### src/rtl/rr_dec_arbiter_if.sv
// Request/grant bundle between the requesters and the round-robin arbiter.
// The master side drives requests; the slave side (the arbiter) returns the grant.
interface rr_dec_arbiter_if;
  logic [3:0] req;
  logic       done;
  logic [1:0] gnt_idx;
  logic [3:0] gnt;
  logic       gnt_valid;
  logic       timeout;

  modport master (output req, output done,
                  input gnt_idx, input gnt, input gnt_valid, input timeout);
  modport slave  (input req, input done,
                  output gnt_idx, output gnt, output gnt_valid, output timeout);
endinterface

### src/rtl/rr_dec_arbiter.sv
// Round-robin arbiter for one shared 2-to-4 decoded resource among 4 requesters.
// Drives both the decoder select (gnt_idx) and the decoded one-hot grant.
module rr_dec_arbiter #(
  parameter int unsigned MAX_HOLD = 8
) (
  input  logic              clk,
  input  logic              rst_n,
  rr_dec_arbiter_if.slave   bus
);

  typedef enum logic [0:0] {
    ST_IDLE = 1'b0,
    ST_BUSY = 1'b1
  } state_t;

  localparam logic [7:0] HOLD_LAST = 8'(MAX_HOLD - 1);

  state_t     r_state;
  logic [1:0] r_ptr;
  logic [7:0] r_hold_cnt;
  logic [1:0] r_gnt_idx;
  logic [3:0] r_gnt;
  logic       r_gnt_valid;
  logic       r_timeout;

  logic [3:0] w_rot;
  logic [1:0] w_off;
  logic [1:0] w_winner;
  logic       w_any;
  logic       w_expire;
  logic       w_release;
  logic       w_solo_expire;

  // Rotates the request vector so that bit 0 is the requester at ptr.
  function automatic logic [3:0] rotr4(input logic [3:0] v, input logic [1:0] s);
    logic [7:0] w;
    w = {v, v} >> s;
    return w[3:0];
  endfunction

  // Winner search from ptr plus the release conditions of the current holder.
  always_comb begin
    w_rot = rotr4(bus.req, r_ptr);
    w_off = 2'd0;
    casez (w_rot)
      4'b???1: w_off = 2'd0;
      4'b??10: w_off = 2'd1;
      4'b?100: w_off = 2'd2;
      4'b1000: w_off = 2'd3;
      default: w_off = 2'd0;
    endcase
    w_winner      = r_ptr + w_off;
    w_any         = |bus.req;
    w_expire      = (r_hold_cnt == HOLD_LAST);
    w_release     = bus.done || !bus.req[r_gnt_idx] || w_expire;
    // Expiry only counts as a timeout when nothing else would have released.
    w_solo_expire = w_expire && !bus.done && bus.req[r_gnt_idx];
  end

  // Grant FSM: every output is a register updated here.
  always_ff @(posedge clk or negedge rst_n) begin
    if (!rst_n) begin
      r_state     <= ST_IDLE;
      r_ptr       <= 2'd0;
      r_hold_cnt  <= 8'd0;
      r_gnt_idx   <= 2'd0;
      r_gnt       <= 4'b0000;
      r_gnt_valid <= 1'b0;
      r_timeout   <= 1'b0;
    end else begin
      case (r_state)
        ST_IDLE: begin
          r_timeout <= 1'b0;
          if (w_any) begin
            r_state     <= ST_BUSY;
            r_gnt_idx   <= w_winner;
            r_gnt       <= 4'b0001 << w_winner;
            r_gnt_valid <= 1'b1;
            r_ptr       <= w_winner + 2'd1;
            r_hold_cnt  <= 8'd0;
          end else begin
            r_state <= ST_IDLE;
          end
        end
        ST_BUSY: begin
          if (w_release) begin
            r_timeout <= w_solo_expire;
            // Re-arbitrate in the releasing edge; ptr already sits past the holder.
            if (w_any) begin
              r_state     <= ST_BUSY;
              r_gnt_idx   <= w_winner;
              r_gnt       <= 4'b0001 << w_winner;
              r_gnt_valid <= 1'b1;
              r_ptr       <= w_winner + 2'd1;
              r_hold_cnt  <= 8'd0;
            end else begin
              r_state     <= ST_IDLE;
              r_gnt       <= 4'b0000;
              r_gnt_valid <= 1'b0;
              r_hold_cnt  <= 8'd0;
            end
          end else begin
            r_timeout  <= 1'b0;
            r_hold_cnt <= r_hold_cnt + 8'd1;
          end
        end
        default: begin
          r_state     <= ST_IDLE;
          r_gnt       <= 4'b0000;
          r_gnt_valid <= 1'b0;
          r_timeout   <= 1'b0;
          r_hold_cnt  <= 8'd0;
        end
      endcase
    end
  end

  assign bus.gnt_idx   = r_gnt_idx;
  assign bus.gnt       = r_gnt;
  assign bus.gnt_valid = r_gnt_valid;
  assign bus.timeout   = r_timeout;

endmodule

### src/flat_wrapper.sv
// flat-port wrapper written by rule: the top's interface ports become plain ports
module rr_dec_arbiter_flat 
#(
  parameter int unsigned MAX_HOLD = 8
)
  (clk, rst_n, bus_req, bus_done, bus_gnt_idx, bus_gnt, bus_gnt_valid, bus_timeout);
  rr_dec_arbiter_if bus_i ();
  input  logic clk;
  input  logic rst_n;
  input wire logic [$bits(bus_i.req)-1:0] bus_req;
  input wire logic [$bits(bus_i.done)-1:0] bus_done;
  output wire logic [$bits(bus_i.gnt_idx)-1:0] bus_gnt_idx;
  output wire logic [$bits(bus_i.gnt)-1:0] bus_gnt;
  output wire logic [$bits(bus_i.gnt_valid)-1:0] bus_gnt_valid;
  output wire logic [$bits(bus_i.timeout)-1:0] bus_timeout;
  assign bus_i.req = bus_req;
  assign bus_i.done = bus_done;
  assign bus_gnt_idx = bus_i.gnt_idx;
  assign bus_gnt = bus_i.gnt;
  assign bus_gnt_valid = bus_i.gnt_valid;
  assign bus_timeout = bus_i.timeout;
  rr_dec_arbiter #(.MAX_HOLD(MAX_HOLD)) u_core (.clk(clk), .rst_n(rst_n), .bus(bus_i));
endmodule
### config.mk
export PLATFORM = sky130hd
export DESIGN_NAME = rr_dec_arbiter_flat
export DESIGN_NICKNAME = d
export VERILOG_FILES = /design/src/rtl/rr_dec_arbiter_if.sv /design/src/rtl/rr_dec_arbiter.sv /design/src/flat_wrapper.sv
export SDC_FILE = /design/constraint.sdc
export NUM_CORES = 1
export LEC_CHECK = 0
export ABC_AREA = 0
export CAP_MARGIN = 10
export CELL_PAD_IN_SITES_DETAIL_PLACEMENT = 1
export CELL_PAD_IN_SITES_GLOBAL_PLACEMENT = 1
export CORE_ASPECT_RATIO = 1.1
export CORE_MARGIN = 3
export CORE_UTILIZATION = 44
export DETAILED_ROUTE_END_ITERATION = 16
export PLACE_DENSITY = 0.85
export SYNTH_ARGS = -nofsm -noshare
export SYNTH_HDL_FRONTEND = slang
export SYNTH_SLANG_ARGS = --single-unit
### constraint.sdc
create_clock -name clk -period 6.13 [get_ports clk]
set_input_delay 0.9195 -clock clk [delete_from_list [all_inputs] [get_ports clk]]
set_output_delay 0.9195 -clock clk [all_outputs]
set_load 0.05 [all_outputs]
======== After elaboration in Yosys (flattened, before gate mapping) ========
Index checks and enable logic that the tools add are counted.
cells by class
  order comparisons ....................... 1
  add/sub/neg operators ................... 3
  shift-type cells ........................ 2
  bitwise gates (word level) .............. 1
  reductions and logical operators ........ 8
  equality and inequality tests ........... 6
  muxes and demuxes ....................... 24
operators by type and width
  cell                 count
  $mux 8               2
  $pmux 8 s2           1
  $mux 4               3
  $add 8x1->8 const B  1
  $eq 8x3->1 const B   1
  $mux 2               4
  $pmux 2 s2           2
  $pmux 4 s2           1
  $shr 8x2->4          1
  $mux 1               6
  $pmux 1 s2           3
  $pmux 2 s3           1
  $eq 4x4->1 const B   1
  $reduce_or 4->1      1
  $shl 1x2->4 const A  1
  $eq 3x3->1 const B   1
  $lt 2x3->1 const B   1
  $add 2x1->2 const B  1
  $add 2x2->2          1
  $bmux 1 s2           1
  $eq 2x2->1 const B   1
  $logic_and 1x1->1    2
  $logic_not 1->1      2
  $logic_or 1x1->1     2
  other kinds (4)      4
storage, ports and cells
  bits in registers ....................... 19

======== Logic depth before layout (Yosys ltp) ========
  word-level depth ........................ 8
  gate-level depth with buffers ........... 11
  depth with buffers taken out ............ 11

======== Worst setup path after synthesis ========
Ideal clock, no wire load.
  path type ............................... input -> register
  start ................................... input bus_req[2]
  end ..................................... register u_core.r_gnt[0] (netlist: u_core.bus.gnt[0])
  arrival ................................. 2.624 ns
  slack ................................... 3.385 ns
  cell stages on the path ................. 10
  cell sequence ........................... clkbuf_1 > o311ai_0 > o21ai_0 > o221ai_1 > ha_1 > xor2_1 > xnor2_1 > inv_1 > ha_1 > a22o_2
on the way
  longest elaborated chain between the ends .. 8
  elaborated cells on any way between the ends .. 20
ends and longest elaborated chain
  item                                      RTL line                                    text
  start, declared                           flat_wrapper.sv:10                          input wire logic [$bits(bus_i.req)-1:0] bus_req;
  $shr 8x2->4 (*)                           rr_dec_arbiter.sv:37                        w = {v, v} >> s;
  $eq 4x4->1, or another cell as far along  rr_dec_arbiter.sv:45                        casez (w_rot)
  $pmux 2 s3 (*)                            rr_dec_arbiter.sv:45
  $add 2x2->2 (*)                           rr_dec_arbiter.sv:52                        w_winner = r_ptr + w_off;
  net u_core.w_winner[1]                    rr_dec_arbiter.sv:28                        logic [1:0] w_winner;
  $shl 1x2->4 (*)                           rr_dec_arbiter.sv:77, rr_dec_arbiter.sv:92
  $mux 4                                    rr_dec_arbiter.sv:89                        if (w_any) begin
  $mux 4                                    rr_dec_arbiter.sv:86                        if (w_release) begin
  $pmux 4 s2 (*)                            rr_dec_arbiter.sv:71                        case (r_state)
  end signal, assigned                      rr_dec_arbiter.sv:77                        r_gnt <= 4'b0001 << w_winner;
  end signal, assigned                      rr_dec_arbiter.sv:92                        r_gnt <= 4'b0001 << w_winner;
  end, declared                             rr_dec_arbiter.sv:22                        logic [3:0] r_gnt;
Mark *: on every way through the listed nets, which the timed path passes. The rest lies on a longest branch. The select of a mux whose other input is x is not followed.
A chain may end at the register's enable or synchronous reset.

======== Worst setup path after layout ========
  start ................................... input bus_req[3]
  end ..................................... register u_core.r_gnt[0] (netlist: u_core.bus.gnt[0])
Same word-level chain as after synthesis.

==> impl_metrics.env <==
export IMPL_die_y_um=58.7
export IMPL_clk_root_buffer_cell="clkbuf_4"
export IMPL_synth_largest_area_cell="dfrtp_1"
export IMPL_port_buffers=14
export IMPL_min_path_type="reg2reg"
export IMPL_grt_overflow_total=0
export IMPL_wire_per_inst_um=16.1
export IMPL_finalSetupTns_ps=0
export IMPL_powerDensity_nw_per_um2=477
export IMPL_yosys_warnings=0
export IMPL_globalplace_congestion=0.734
export IMPL_num_rows=18
export IMPL_crit_path_start_kind="primary input"
export IMPL_antenna_found_initial=0
export IMPL_grt_usage=0.177
export IMPL_ys_seq_area_frac=0.428
export IMPL_status="finished clean"
export IMPL_r2r_start="u_core.r_ptr[0]$_DFFE_PN0P_"
export IMPL_cts_buffers=3
export IMPL_finalHoldViolCount=0
export IMPL_cp_arrival_ps=3410
export IMPL_drive_above_1_share=0.128
export IMPL_end_kind="flop"
export IMPL_die_area_sq_um=3160
export IMPL_dieWidth_um=53.9
export IMPL_yosysTopAreaCellShare=0.428
export IMPL_placed_area_sq_um=1260
export IMPL_cap_viol_max_count=0
export IMPL_synth_cell_type_count=36
export IMPL_yosys_cell_count_top_type="dfrtp_1"
export IMPL_post_cts_resized=0
export IMPL_ys_ff_latch=19
export IMPL_core_area_sq_um=2320
export IMPL_area_growth_syn_to_layout_pct=15.8
export IMPL_syn_avg_cell_area_sq_um=9.91
export IMPL_io_pins=15
export IMPL_synth_area_sq_um=1110
export IMPL_initial_core_util=0.478
export IMPL_cts_max_level=1
export IMPL_clock_skew_ps=8.38
export IMPL_fillers=266
export IMPL_diodes=0
export IMPL_period_minus_slack_ps=3220
export IMPL_period_share=0.526
export IMPL_finalNetCount=139
export IMPL_grt_pass1_vias=911
export IMPL_cts_tree="built"
export IMPL_drt_initial_drc_count=35
export IMPL_setup_viol=0
export IMPL_crit_type="in2reg"
export IMPL_power_uw=612
export IMPL_synth_edff_count=0
export IMPL_rrSetupSlack_ps=3570
export IMPL_design_area_sq_um=1280
export IMPL_synth_ff_type="dfrtp_1"
export IMPL_required_ps=6320
export IMPL_syn_inst=112
export IMPL_hold_buffers=0
export IMPL_drc=0
export IMPL_worstHoldStart="u_core.bus.gnt_valid$_DFFE_PN0P_"
export IMPL_clkSlewWorstSetupHoldPaths_ps=100
export IMPL_relSlewSlack=0.413
export IMPL_p_leak_nw=0.604
export IMPL_ys_top_cells_by_count="19 x dfrtp_1, 11 x nand2_1, 10 x o21ai_0, 8 x nor2_1, 6 x ha_1"
export IMPL_grt_first_pass_wirelength_mm=4.15
export IMPL_grt_max_degree=20
export IMPL_clockBufferDepth=2
export IMPL_antenna_left=0
export IMPL_fmax_ghz=0.310
export IMPL_synth_area_top_cells="dfrtp_1 43%, ha_1 6.8%, o21ai_0 4.5%, nand2_1 3.7%, a22o_2 3.6%"
export IMPL_crit_path_start="bus_req[3]"
export IMPL_drt_wl_total_mm=2.49
export IMPL_dr_total_vias=890
export IMPL_maxSlewViolCount=0
export IMPL_post_cts_buffers=0
export IMPL_cp_max_fo=7
export IMPL_worst_slew_pin_slew_ps=877
export IMPL_syn_nets=125
export IMPL_drtPass1Iterations=4
export IMPL_clock_latency_ps=300
export IMPL_rsz0062_at_grt="false"
export IMPL_hpwl_mm=1.84
export IMPL_via_per_inst=5.74
export IMPL_peakVddDrop_mv=0.344
export IMPL_ys_async_sr_fraction=1.00
export IMPL_cts_sinks=19
## area by class of cell
type	instances	area, sq um	area share
inverters	4	15.0	0.0117
clock buffers	3	22.5	0.0175
well taps	30	37.5	0.0292
repair buffers	14	140	0.109
multi-input cells	84	589	0.459
clock inverters	1	5.00	0.00389
flip-flops and latches	19	475	0.370
## flip-flops by register name, indices dropped and copies added (netlist names)
register and cells:
u_core.bus.gnt_idx 2, u_core.bus.gnt_valid 1, u_core.bus.timeout 1, u_core.r_ptr 2, u_core.r_hold_cnt 8, u_core.bus.gnt 4
u_core.r_state 1
## routing by layer
layer / track usage / part of all wire
met1: 0.253 / 0.47
met2: 0.280 / 0.48
met3: 0.0152 / 0.037
met4: 0.0547 / 0.014
met5: 0 / 0
## critical path, cell delays in order
cell,delay [ps]
clkdlybuf4s50_1,620
inv_1,100
nand3_1,90
o311ai_0,120
o21ai_0,120
o221ai_1,160
ha_1,220
xor2_1,150
xnor2_1,330
inv_1,120
ha_1,230
a22o_2,240
## worst paths after layout
path	end	cells past startpoint
max	u_core.bus.gnt[0]$_DFFE_PN0P_	12
min	u_core.bus.gnt_valid$_DFFE_PN0P_	1
max reg2reg	u_core.bus.gnt[0]$_DFFE_PN0P_	10
min reg2reg	u_core.bus.gnt_valid$_DFFE_PN0P_	1
max in group asynchronous	u_core.bus.gnt[0]$_DFFE_PN0P_	1
min in group asynchronous	u_core.r_hold_cnt[6]$_DFFE_PN0P_	1
## kinds of logic (layout without fill, tap and decap cells)
group                    after synthesis  count (layout)  share of synthesized area
AND/OR/NAND/NOR                       40              40                      0.193
AO/OA/AOI/OAI                         30              30                      0.197
flip-flops                            19              19                      0.428
buffers and inverters                  9              22                     0.0406
adder cells (fa/ha/maj)                6               6                     0.0676
XOR/XNOR                               4               4                     0.0316
multiplexers                           4               4                     0.0417
## placed cells by master, fill, tap and decap left out, types with 2 or more instances in the layout
cell type / n
ha_1: 6
nor2b_1: 2
dfrtp_1: 19
o21ai_0: 10
a22o_2: 4
and3_1: 3
xor2_1: 2
nand2_1: 11
nand3_1: 3
nand2b_1: 4
a21oi_1: 3
a21o_1: 3
a21o_2: 2
xnor2_1: 2
mux2i_1: 2
nor3b_1: 4
nor2_1: 8
inv_1: 4
clkdlybuf4s50_1: 14
clkbuf_4: 3
## per-stage QoR
step / cells / setup WS (ps) / utilization / hold WS [ps]
6_report: 155 / 2910 / 0.554 / 501
5_1_grt: 155 / 2750 / 0.554 / 539
4_1_cts: 155 / 2910 / 0.554 / 509
3_5_place_dp: 151 / 2590 / 0.542 / 478
3_3_place_gp: 151 / 2770 / 0.542 / 472
2_1_floorplan: 112 / 3380 / - / 468
## power breakdown
group / internal, mW / leakage, nW / total (mW) / switching (mW)
clock: 0.0243 / 0.0177 / 0.0634 / 0.0391
combinational: 0.152 / 0.345 / 0.350 / 0.198
sequential: 0.159 / 0.242 / 0.199 / 0.0397
total: 0.336 / 0.604 / 0.612 / 0.277
Power figures use the tool's default switching activity.
